==> src/rtl/tcp_server_types.sv <==
// Shared TCP server types: event classes, flag bit positions and header limits.
// Used by the segment classifier and the server FSM.
package tcp_server_types;

    typedef enum logic [2:0] {
        EVT_INVALID = 3'd0,
        EVT_SYN     = 3'd1,
        EVT_SYN_ACK = 3'd2,
        EVT_ACK     = 3'd3,
        EVT_FIN     = 3'd4,
        EVT_RST     = 3'd5,
        EVT_DATA    = 3'd6
    } tcp_evt_t;

    typedef enum logic [2:0] {
        ST_IDLE,
        ST_HDR,
        ST_OPT,
        ST_PAYLOAD,
        ST_EMIT,
        ST_DROP
    } cls_state_t;

    localparam int FLAG_FIN = 0;
    localparam int FLAG_SYN = 1;
    localparam int FLAG_RST = 2;
    localparam int FLAG_PSH = 3;
    localparam int FLAG_ACK = 4;
    localparam int FLAG_URG = 5;

    localparam logic [3:0] MIN_DOFF = 4'd5;

    // Fixed-priority event class for a well-formed segment
    function automatic tcp_evt_t classify(input logic [5:0] fl, input logic [15:0] len);
        if (fl[FLAG_RST])                    return EVT_RST;
        if (fl[FLAG_SYN] && fl[FLAG_ACK])    return EVT_SYN_ACK;
        if (fl[FLAG_SYN])                    return EVT_SYN;
        if (fl[FLAG_FIN])                    return EVT_FIN;
        if (len != 16'd0)                    return EVT_DATA;
        if (fl[FLAG_ACK])                    return EVT_ACK;
        return EVT_INVALID;
    endfunction

endpackage

==> src/rtl/tcp_segment_classifier.sv <==
// Parses a byte-serial TCP segment, filters on destination port and emits
// one classified event per accepted segment through a valid/ready handshake.
module tcp_segment_classifier
    import tcp_server_types::*;
#(
    parameter logic [15:0] LOCAL_PORT     = 16'd80,
    parameter logic [15:0] DROP_CNT_RESET = 16'd0
) (
    input  logic        clk,
    input  logic        rst,
    input  logic [7:0]  in_data,
    input  logic        in_valid,
    input  logic        in_last,
    output logic        in_ready,
    output logic        evt_valid,
    input  logic        evt_ready,
    output logic [2:0]  evt_kind,
    output logic [31:0] evt_seq,
    output logic [31:0] evt_ack,
    output logic [15:0] evt_payload_len,
    output logic [15:0] drop_cnt
);

    cls_state_t  state_q, state_d;
    logic [5:0]  cnt_q, cnt_d;
    logic [15:0] dport_q, dport_d;
    logic [31:0] seq_q, seq_d;
    logic [31:0] ack_q, ack_d;
    logic [3:0]  doff_q, doff_d;
    logic [5:0]  flags_q, flags_d;
    logic [15:0] plen_q, plen_d;
    tcp_evt_t    evt_kind_q, evt_kind_d;
    logic [31:0] evt_seq_q, evt_seq_d;
    logic [31:0] evt_ack_q, evt_ack_d;
    logic [15:0] evt_len_q, evt_len_d;
    logic [15:0] drop_cnt_q, drop_cnt_d;
    logic        rdy_q, rdy_d;

    logic        accept;
    logic        done;
    logic        invalid;
    logic [5:0]  opt_end;

    assign accept  = in_valid && rdy_q;
    assign opt_end = {doff_q, 2'b00} - 6'd1;

    always_comb begin
        state_d    = state_q;
        cnt_d      = cnt_q;
        dport_d    = dport_q;
        seq_d      = seq_q;
        ack_d      = ack_q;
        doff_d     = doff_q;
        flags_d    = flags_q;
        plen_d     = plen_q;
        evt_kind_d = evt_kind_q;
        evt_seq_d  = evt_seq_q;
        evt_ack_d  = evt_ack_q;
        evt_len_d  = evt_len_q;
        drop_cnt_d = drop_cnt_q;
        done       = 1'b0;
        invalid    = 1'b0;

        case (state_q)
            ST_IDLE: if (accept) begin
                dport_d = '0;
                seq_d   = '0;
                ack_d   = '0;
                doff_d  = '0;
                flags_d = '0;
                plen_d  = '0;
                cnt_d   = 6'd1;
                if (in_last) begin
                    done    = 1'b1;
                    invalid = 1'b1;
                end else begin
                    state_d = ST_HDR;
                end
            end
            ST_HDR: if (accept) begin
                cnt_d = cnt_q + 6'd1;
                case (cnt_q)
                    6'd2:  dport_d[15:8] = in_data;
                    6'd3:  dport_d[7:0]  = in_data;
                    6'd4:  seq_d[31:24]  = in_data;
                    6'd5:  seq_d[23:16]  = in_data;
                    6'd6:  seq_d[15:8]   = in_data;
                    6'd7:  seq_d[7:0]    = in_data;
                    6'd8:  ack_d[31:24]  = in_data;
                    6'd9:  ack_d[23:16]  = in_data;
                    6'd10: ack_d[15:8]   = in_data;
                    6'd11: ack_d[7:0]    = in_data;
                    6'd12: doff_d        = in_data[7:4];
                    6'd13: flags_d       = in_data[5:0];
                    default: ;
                endcase
                if (in_last) begin
                    done    = 1'b1;
                    invalid = (cnt_q != 6'd19) || (doff_q < MIN_DOFF);
                end else if (cnt_q == 6'd19) begin
                    state_d = (doff_q > MIN_DOFF) ? ST_OPT : ST_PAYLOAD;
                end
            end
            ST_OPT: if (accept) begin
                cnt_d = cnt_q + 6'd1;
                if (in_last) begin
                    done    = 1'b1;
                    invalid = (cnt_q != opt_end);
                end else if (cnt_q == opt_end) begin
                    state_d = ST_PAYLOAD;
                end
            end
            ST_PAYLOAD: if (accept) begin
                if (plen_q != 16'hFFFF) plen_d = plen_q + 16'd1;
                if (in_last) begin
                    done    = 1'b1;
                    invalid = (doff_q < MIN_DOFF);
                end
            end
            ST_EMIT: if (evt_ready) begin
                state_d = ST_IDLE;
                cnt_d   = '0;
            end
            ST_DROP: begin
                if (drop_cnt_q != 16'hFFFF) drop_cnt_d = drop_cnt_q + 16'd1;
                state_d = ST_IDLE;
                cnt_d   = '0;
            end
            default: state_d = ST_IDLE;
        endcase

        // Malformed segments are always reported, never silently dropped
        if (done) begin
            if (invalid) begin
                evt_kind_d = EVT_INVALID;
                evt_seq_d  = seq_d;
                evt_ack_d  = ack_d;
                evt_len_d  = '0;
                state_d    = ST_EMIT;
            end else if (dport_d != LOCAL_PORT) begin
                state_d = ST_DROP;
            end else begin
                evt_kind_d = classify(flags_d, plen_d);
                evt_seq_d  = seq_d;
                evt_ack_d  = ack_d;
                evt_len_d  = plen_d;
                state_d    = ST_EMIT;
            end
        end

        rdy_d = (state_d != ST_EMIT) && (state_d != ST_DROP);
    end

    always_ff @(posedge clk or posedge rst) begin
        if (rst) begin
            state_q    <= ST_IDLE;
            cnt_q      <= '0;
            dport_q    <= '0;
            seq_q      <= '0;
            ack_q      <= '0;
            doff_q     <= '0;
            flags_q    <= '0;
            plen_q     <= '0;
            evt_kind_q <= EVT_INVALID;
            evt_seq_q  <= '0;
            evt_ack_q  <= '0;
            evt_len_q  <= '0;
            drop_cnt_q <= DROP_CNT_RESET;
            rdy_q      <= 1'b0;
        end else begin
            state_q    <= state_d;
            cnt_q      <= cnt_d;
            dport_q    <= dport_d;
            seq_q      <= seq_d;
            ack_q      <= ack_d;
            doff_q     <= doff_d;
            flags_q    <= flags_d;
            plen_q     <= plen_d;
            evt_kind_q <= evt_kind_d;
            evt_seq_q  <= evt_seq_d;
            evt_ack_q  <= evt_ack_d;
            evt_len_q  <= evt_len_d;
            drop_cnt_q <= drop_cnt_d;
            rdy_q      <= rdy_d;
        end
    end

    assign in_ready        = rdy_q;
    assign evt_valid       = (state_q == ST_EMIT);
    assign evt_kind        = evt_kind_q;
    assign evt_seq         = evt_seq_q;
    assign evt_ack         = evt_ack_q;
    assign evt_payload_len = evt_len_q;
    assign drop_cnt        = drop_cnt_q;

endmodule

==> config.mk <==
export PLATFORM = sky130hd
export DESIGN_NAME = tcp_segment_classifier
export DESIGN_NICKNAME = d
export VERILOG_FILES = /design/src/rtl/tcp_server_types.sv /design/src/rtl/tcp_segment_classifier.sv
export SDC_FILE = /design/constraint.sdc
export NUM_CORES = 1
export LEC_CHECK = 0
export CORE_ASPECT_RATIO = 1.2
export CORE_MARGIN = 1
export CORE_UTILIZATION = 60
export DETAILED_ROUTE_END_ITERATION = 10
export PLACE_DENSITY = 0.85
export SLEW_MARGIN = 5
export SYNTH_ARGS = -nofsm -noshare
export SYNTH_HDL_FRONTEND = slang
export SYNTH_SLANG_ARGS = --single-unit
==> constraint.sdc <==
create_clock -name clk -period 12.89 [get_ports clk]
set_input_delay 1.9335 -clock clk [delete_from_list [all_inputs] [get_ports clk]]
set_output_delay 1.9335 -clock clk [all_outputs]
set_load 0.01 [all_outputs]
# After elaboration in Yosys (flattened, before gate mapping)
# Index checks and enable logic that the tools add are counted.
# W data, S select, Z words.
dict set report word_totals {
  reg_bits 213
  latch_bits 0
  ram_bits 0
  rom_bits 0
  inputBits 13
  word_cells 191
  memories 0
}
dict set report classes {
  n_addsub 4
  mul 0
  div 0
  n_lt_le_gt_ge 2
  n_eq_ne 32
  shifts 0
  muxes 125
  n_bitwise 0
  reduce_logical 14
}
# cell count
set op_table {}
lappend op_table {{$mux W32} 8}
lappend op_table {{$pmux W32 S2} 2}
lappend op_table {{$mux W16} 7}
lappend op_table {{$mux W3} 31}
lappend op_table {{$mux W8} 10}
lappend op_table {{$pmux W16 S2} 2}
lappend op_table {{$mux W1} 51}
lappend op_table {{$eq A6 B4 Y1 const B} 6}
lappend op_table {{$add A16 B1 Y16 const B} 2}
lappend op_table {{$ne A16 B16 Y1 const B} 2}
lappend op_table {{$eq A6 B3 Y1 const B} 4}
lappend op_table {{$pmux W6 S4} 1}
lappend op_table {{$mux W6} 3}
lappend op_table {{$ne A16 B7 Y1 const B} 1}
lappend op_table {{$reduce_bool A16 Y1} 1}
lappend op_table {{$mux W5} 3}
lappend op_table {{$pmux W3 S5} 1}
lappend op_table {{$eq A6 B2 Y1 const B} 2}
lappend op_table {{$mux W4} 3}
lappend op_table {{$pmux W5 S2} 1}
lappend op_table {{$pmux W4 S2} 1}
lappend op_table {{$reduce_and A4 Y1} 2}
lappend op_table {{$add A6 B1 Y6 const B} 1}
lappend op_table {{$eq A3 B2 Y1 const B} 2}
lappend op_table {{other kinds (21)} 30}

# Logic depth before layout (Yosys ltp)
dict set report logic_depth {
  word_depth 46
  ltp_mapped 12
}

# Worst setup path before layout
# OpenSTA, ideal clock, no wires.
dict set report synth_timing {
  kind {in2reg}
  start {input port in_valid}
  end {register evt_len_q[9] (netlist: evt_payload_len[9])}
  setup_time_ns 0.103
  arrival_ns 4.104
  required_time_ns 12.787
  path_slack_ns 8.682
  cell_stages 9
  n_path_buf 2
  path_cell_list {nand3b_1 > nor4_4 > a221oi_2 > or4_1 > nor4_2 > o21ai_2 > buf_2 > buf_6 > o41ai_2}
}
dict set report synth_between {
  elab_chain_cells 6
  elab_cells_between_ends 18
  cone_classes {eq/ne: 2; mux: 14; reduce/logical: 2}
}
# element line_no
set synth_rtl {}
lappend synth_rtl {{start: declaration} tcp_segment_classifier.sv:12} ;# input logic in_valid,
lappend synth_rtl {{$logic_and A1 B1 Y1 *} tcp_segment_classifier.sv:44} ;# assign accept = in_valid && rdy_q;
lappend synth_rtl {{$mux W16 (on tied branches)} {tcp_segment_classifier.sv:80, tcp_segment_classifier.sv:65}}
lappend synth_rtl {{$pmux W16 S2} tcp_segment_classifier.sv:64} ;# case (state_q)
lappend synth_rtl {{$ne A16 B7 Y1} tcp_segment_classifier.sv:140} ;# end else if (dport_d != LOCAL_PORT) begin
lappend synth_rtl {{$ne A2 B2 Y1 (no source line)} n/a}
lappend synth_rtl {{$reduce_and A2 Y1 (no source line)} n/a}
lappend synth_rtl {{end signal: assignment} tcp_segment_classifier.sv:182} ;# evt_len_q <= evt_len_d;
lappend synth_rtl {{end: declaration} tcp_segment_classifier.sv:35} ;# logic [15:0] evt_len_q, evt_len_d;
# Every way passes the cells marked *; elsewhere a longest branch is shown, timed or not. The select of a mux whose other input is x is not followed.
# A chain may end at the register's enable or synchronous reset.

# Final worst setup path
dict set report layout_timing {
  start {input port in_valid}
  end {register evt_seq_q[2] (netlist: evt_seq[2])}
}
dict set report layout_between {
  elab_chain_cells 6
  elab_cells_between_ends 18
  cone_classes {eq/ne: 2; mux: 14; reduce/logical: 2}
}
# element line_no
set layout_rtl {}
lappend layout_rtl {{$logic_and A1 B1 Y1 *} tcp_segment_classifier.sv:44}
lappend layout_rtl {{$mux W16 (on tied branches)} {tcp_segment_classifier.sv:80, tcp_segment_classifier.sv:65}}
lappend layout_rtl {{$pmux W16 S2 *} tcp_segment_classifier.sv:64}
lappend layout_rtl {{via dport_d[8]} tcp_segment_classifier.sv:26} ;# logic [15:0] dport_q, dport_d;
lappend layout_rtl {{$ne A16 B7 Y1 *} tcp_segment_classifier.sv:140}
lappend layout_rtl {{$ne A2 B2 Y1 (no source line) *} n/a}
lappend layout_rtl {{$reduce_and A2 Y1 (no source line) *} n/a}
lappend layout_rtl {{end signal: assignment} tcp_segment_classifier.sv:180} ;# evt_seq_q <= evt_seq_d;
lappend layout_rtl {{end: declaration} tcp_segment_classifier.sv:33} ;# logic [31:0] evt_seq_q, evt_seq_d;
# The timed path passes the listed nets; every way through them passes the cells marked *. The select of a mux whose other input is x is not followed.

==> impl_metrics.ini <==
[status]
outcome = finished, final reports clean

[global_routing]
antenna_found_initial = 0
grt_pass1_vias = 7301
grt_use_total_pct = 30.1
overflow = 0
grt_start_max_net_pins = 138
grt_pass1_wl_um = 38000

[routing]
wl_per_cell_um = 20.5
ant_nets = 0
drt_iter0_markers = 651
post-route-drc-count = 0
num_vias = 7057
wl_um = 23100
dr.pass1.iters = 5
via_per_inst = 6.28

[timing]
skew_ps = 19.3
fmax_mhz = 187
setup_tns_ps = 0
slew_headroom_pct = 36.6
setup-violations-final = 0
slew_viol_final = 0
grt_setup_unrepaired = no
period_share_pct = 41.4
hold_violations = 0
tightest_slew_ps = 943
min_period_ps = 5340

[yosys]
synth.most_common_cell = dfrtp_1
synth_top_family_by_area = compound AO/OA/AOI/OAI gates
synth-async-reset-ratio_pct = 100
synth_compound_gate_area_share_pct = 14.8
syn_avg_cell_area_um2 = 11.5
ys.flop_type = dfrtp_1
syn_nets = 834
synthAdderAreaFrac_pct = 1.07
ys_seq_area_share_pct = 56.8
synth_cells = 813
synth_mux_area_share_pct = 8.10
synth_cell_types = 72
synth_commonest_cells = dfrtp_1, nand2_1, a22o_1
synth_xor_area_share_pct = 1.96
synth_edf_count = 0
syn_area_um2 = 9390
yosysWarningCount = 0
yosys.area_share.simple_pct = 13.9
synthTopCellsByArea = dfrtp_1, mux2_1, a22o_1, nand2_1, xnor2_1
synth_top_area_cell = dfrtp_1
yosysTopAreaCellShare_pct = 56.8
ys_ff_latch = 213

[clocking]
postCtsHoldBufs = 0
insertion_delay_ps = 500
clk_path_buf_depth = 3
cts_setup_buffers = 0
cts_htree_levels = 1
numCtsBuffers = 21
clk_pin_slew_worst_paths_ps = 60
clkSinkCount = 213
ctsResizeCount = 0
cts_tree = yes
root_buffer = clkbuf_16

[critical_path]
slowest_stage = buf_4
cp_max_fo = 64
worstPathCellList = clkdlybuf4s50_1 > nand3b_1 > nor4b_2 > a221o_1 > a2111o_1 > nor4_2 > o21ai_4 > buf_4 > mux2_1
worstSetupEndpointType = flop
slowest_delay_ps = 790
start_kind = input port
crit_type = input port to flop
worstPathRequired_ps = 13250
critPathArrivalTime_ps = 5700

[place]
gp_congestion = 0.941
dp.cells = 1087
portBuffers = 113
dpl.hpwl_um = 14800

[power]
ir_drop_uv = 121
p_leak_nw = 5.25
seq_power_share_pct = 45.3
power_switching_w = 0.000472
pwr-share-comb_pct = 17.6
swShare_pct = 28.5
power_density_nw_per_um2 = 147
pwr-share-clk_pct = 37.1
internal-power_w = 0.00119

[layout]
seqCellArea_um2 = 5330
nets = 927
fin_cells = 1124
area_delta_synth_final_pct = 20.6
antenna_cells = 0
finish.utilization_pct = 74.8
multiInputGateArea_um2 = 3750
fill_cells = 1011
drive_above_1_share_pct = 5.87

[die]
ios = 114
core-area_um2 = 15100
die_y_um = 139
dieArea_um2 = 16200
rows = 49
initial_core_util_pct = 62.0
die_w_um = 116

[min_path]
hold_path_class = flop to flop

[job]
cap_violations = 0
-- stage by stage --
stage,total power (W),setup slack [ps],hold slack [ps],cell area (µm²)
after global placement,0.00103,7260,471,10600
after global routing,0.00173,7310,508,11300
after CTS,0.00166,7580,490,11300
after floorplan,0.000956,5130,465,9390
final,0.00166,7550,483,11300
after detailed placement,0.00105,7080,476,10600
-- cell type report --
| type | instances | area share, % |
|---|---|---|
| flip-flops and latches | 213 | 47.1 |
| multi-input cells | 523 | 33.2 |
| repair buffers | 117 | 10.3 |
| clock buffers | 29 | 5.26 |
| well taps | 204 | 2.25 |
| inverters | 30 | 1.06 |
| clock inverters | 8 | 0.906 |
-- worst paths after layout --
check,startpoint,end,slack [ps],depth (start not counted)
min in group asynchronous,rst,drop_cnt[3],2060,2
max in group asynchronous,rst,dport_q[6],9340,3
setup reg to reg,cnt_q[3],evt_seq[2],8310,8
hold / removal,evt_payload_len[10],evt_payload_len[10],480,2
setup / recovery,in_valid,evt_seq[2],7550,9
hold reg to reg,evt_payload_len[10],evt_payload_len[10],480,2
-- cell usage in the layout (no fill, tap or decap), types with 6 or more instances in the layout --
| master | instances |
|---|---|
| a21o_1 | 11 |
| a21oi_1 | 21 |
| a221oi_1 | 6 |
| a22o_1 | 71 |
| and2_1 | 14 |
| and3_1 | 10 |
| clkbuf_16 | 21 |
| clkdlybuf4s50_1 | 113 |
| dfrtp_1 | 213 |
| ha_1 | 8 |
| inv_1 | 27 |
| mux2_1 | 64 |
| nand2_1 | 79 |
| nand2b_1 | 8 |
| nand3_1 | 19 |
| nand4_1 | 22 |
| nor2_1 | 23 |
| nor2b_1 | 7 |
| nor3_1 | 7 |
| nor4_1 | 10 |
| o21ai_0 | 20 |
| o21ai_1 | 14 |
| o31ai_1 | 6 |
| or2_2 | 6 |
| xnor2_1 | 16 |
-- state kept, by name, summed over array words and instances (netlist names) --
register         flops
ack_q               32
flags_q              4
in_ready             1
evt_seq             32
evt_kind             3
evt_ack             32
cnt_q                6
doff_q               4
dport_q             16
seq_q               32
state_q              3
drop_cnt            16
plen_q              16
evt_payload_len     16
-- critical path, delay by kind of cell --
kind / cells / cell delay (ps)
buf+inv: 2 / 1310
simple gates: 3 / 930
mux: 1 / 420
compound gates: 3 / 1050
-- metal layers --
layer	wire, µm	global-route usage (%)	vias to the layer above
li1	-	-	3137
met1	9280	39.7	3531
met2	11700	49.4	332
met3	1440	5.16	57
met4	690	11.8	0
met5	0	0	-
-- power groups by stage --
stage          registers [W]  logic [W]  clock network, W
2_1_floorplan       0.000755   0.000200                 0
6_report            0.000751   0.000293          0.000616
5_1_grt             0.000756   0.000323          0.000647
3_5_place_dp        0.000762   0.000286                 0
4_1_cts             0.000750   0.000291          0.000621
3_3_place_gp        0.000758   0.000275                 0
-- cell families after synthesis --
| logic type | count (synthesis) |
|---|---|
| buffers and inverters | 77 |
| adders and majority gates | 8 |
| AOI/OAI and AO/OA | 186 |
| muxes | 68 |
| DFF | 213 |
| and+or+nand+nor | 240 |
| xor gates and xnor gates | 21 |
No activity file was read; power rests on OpenSTA's default activity.
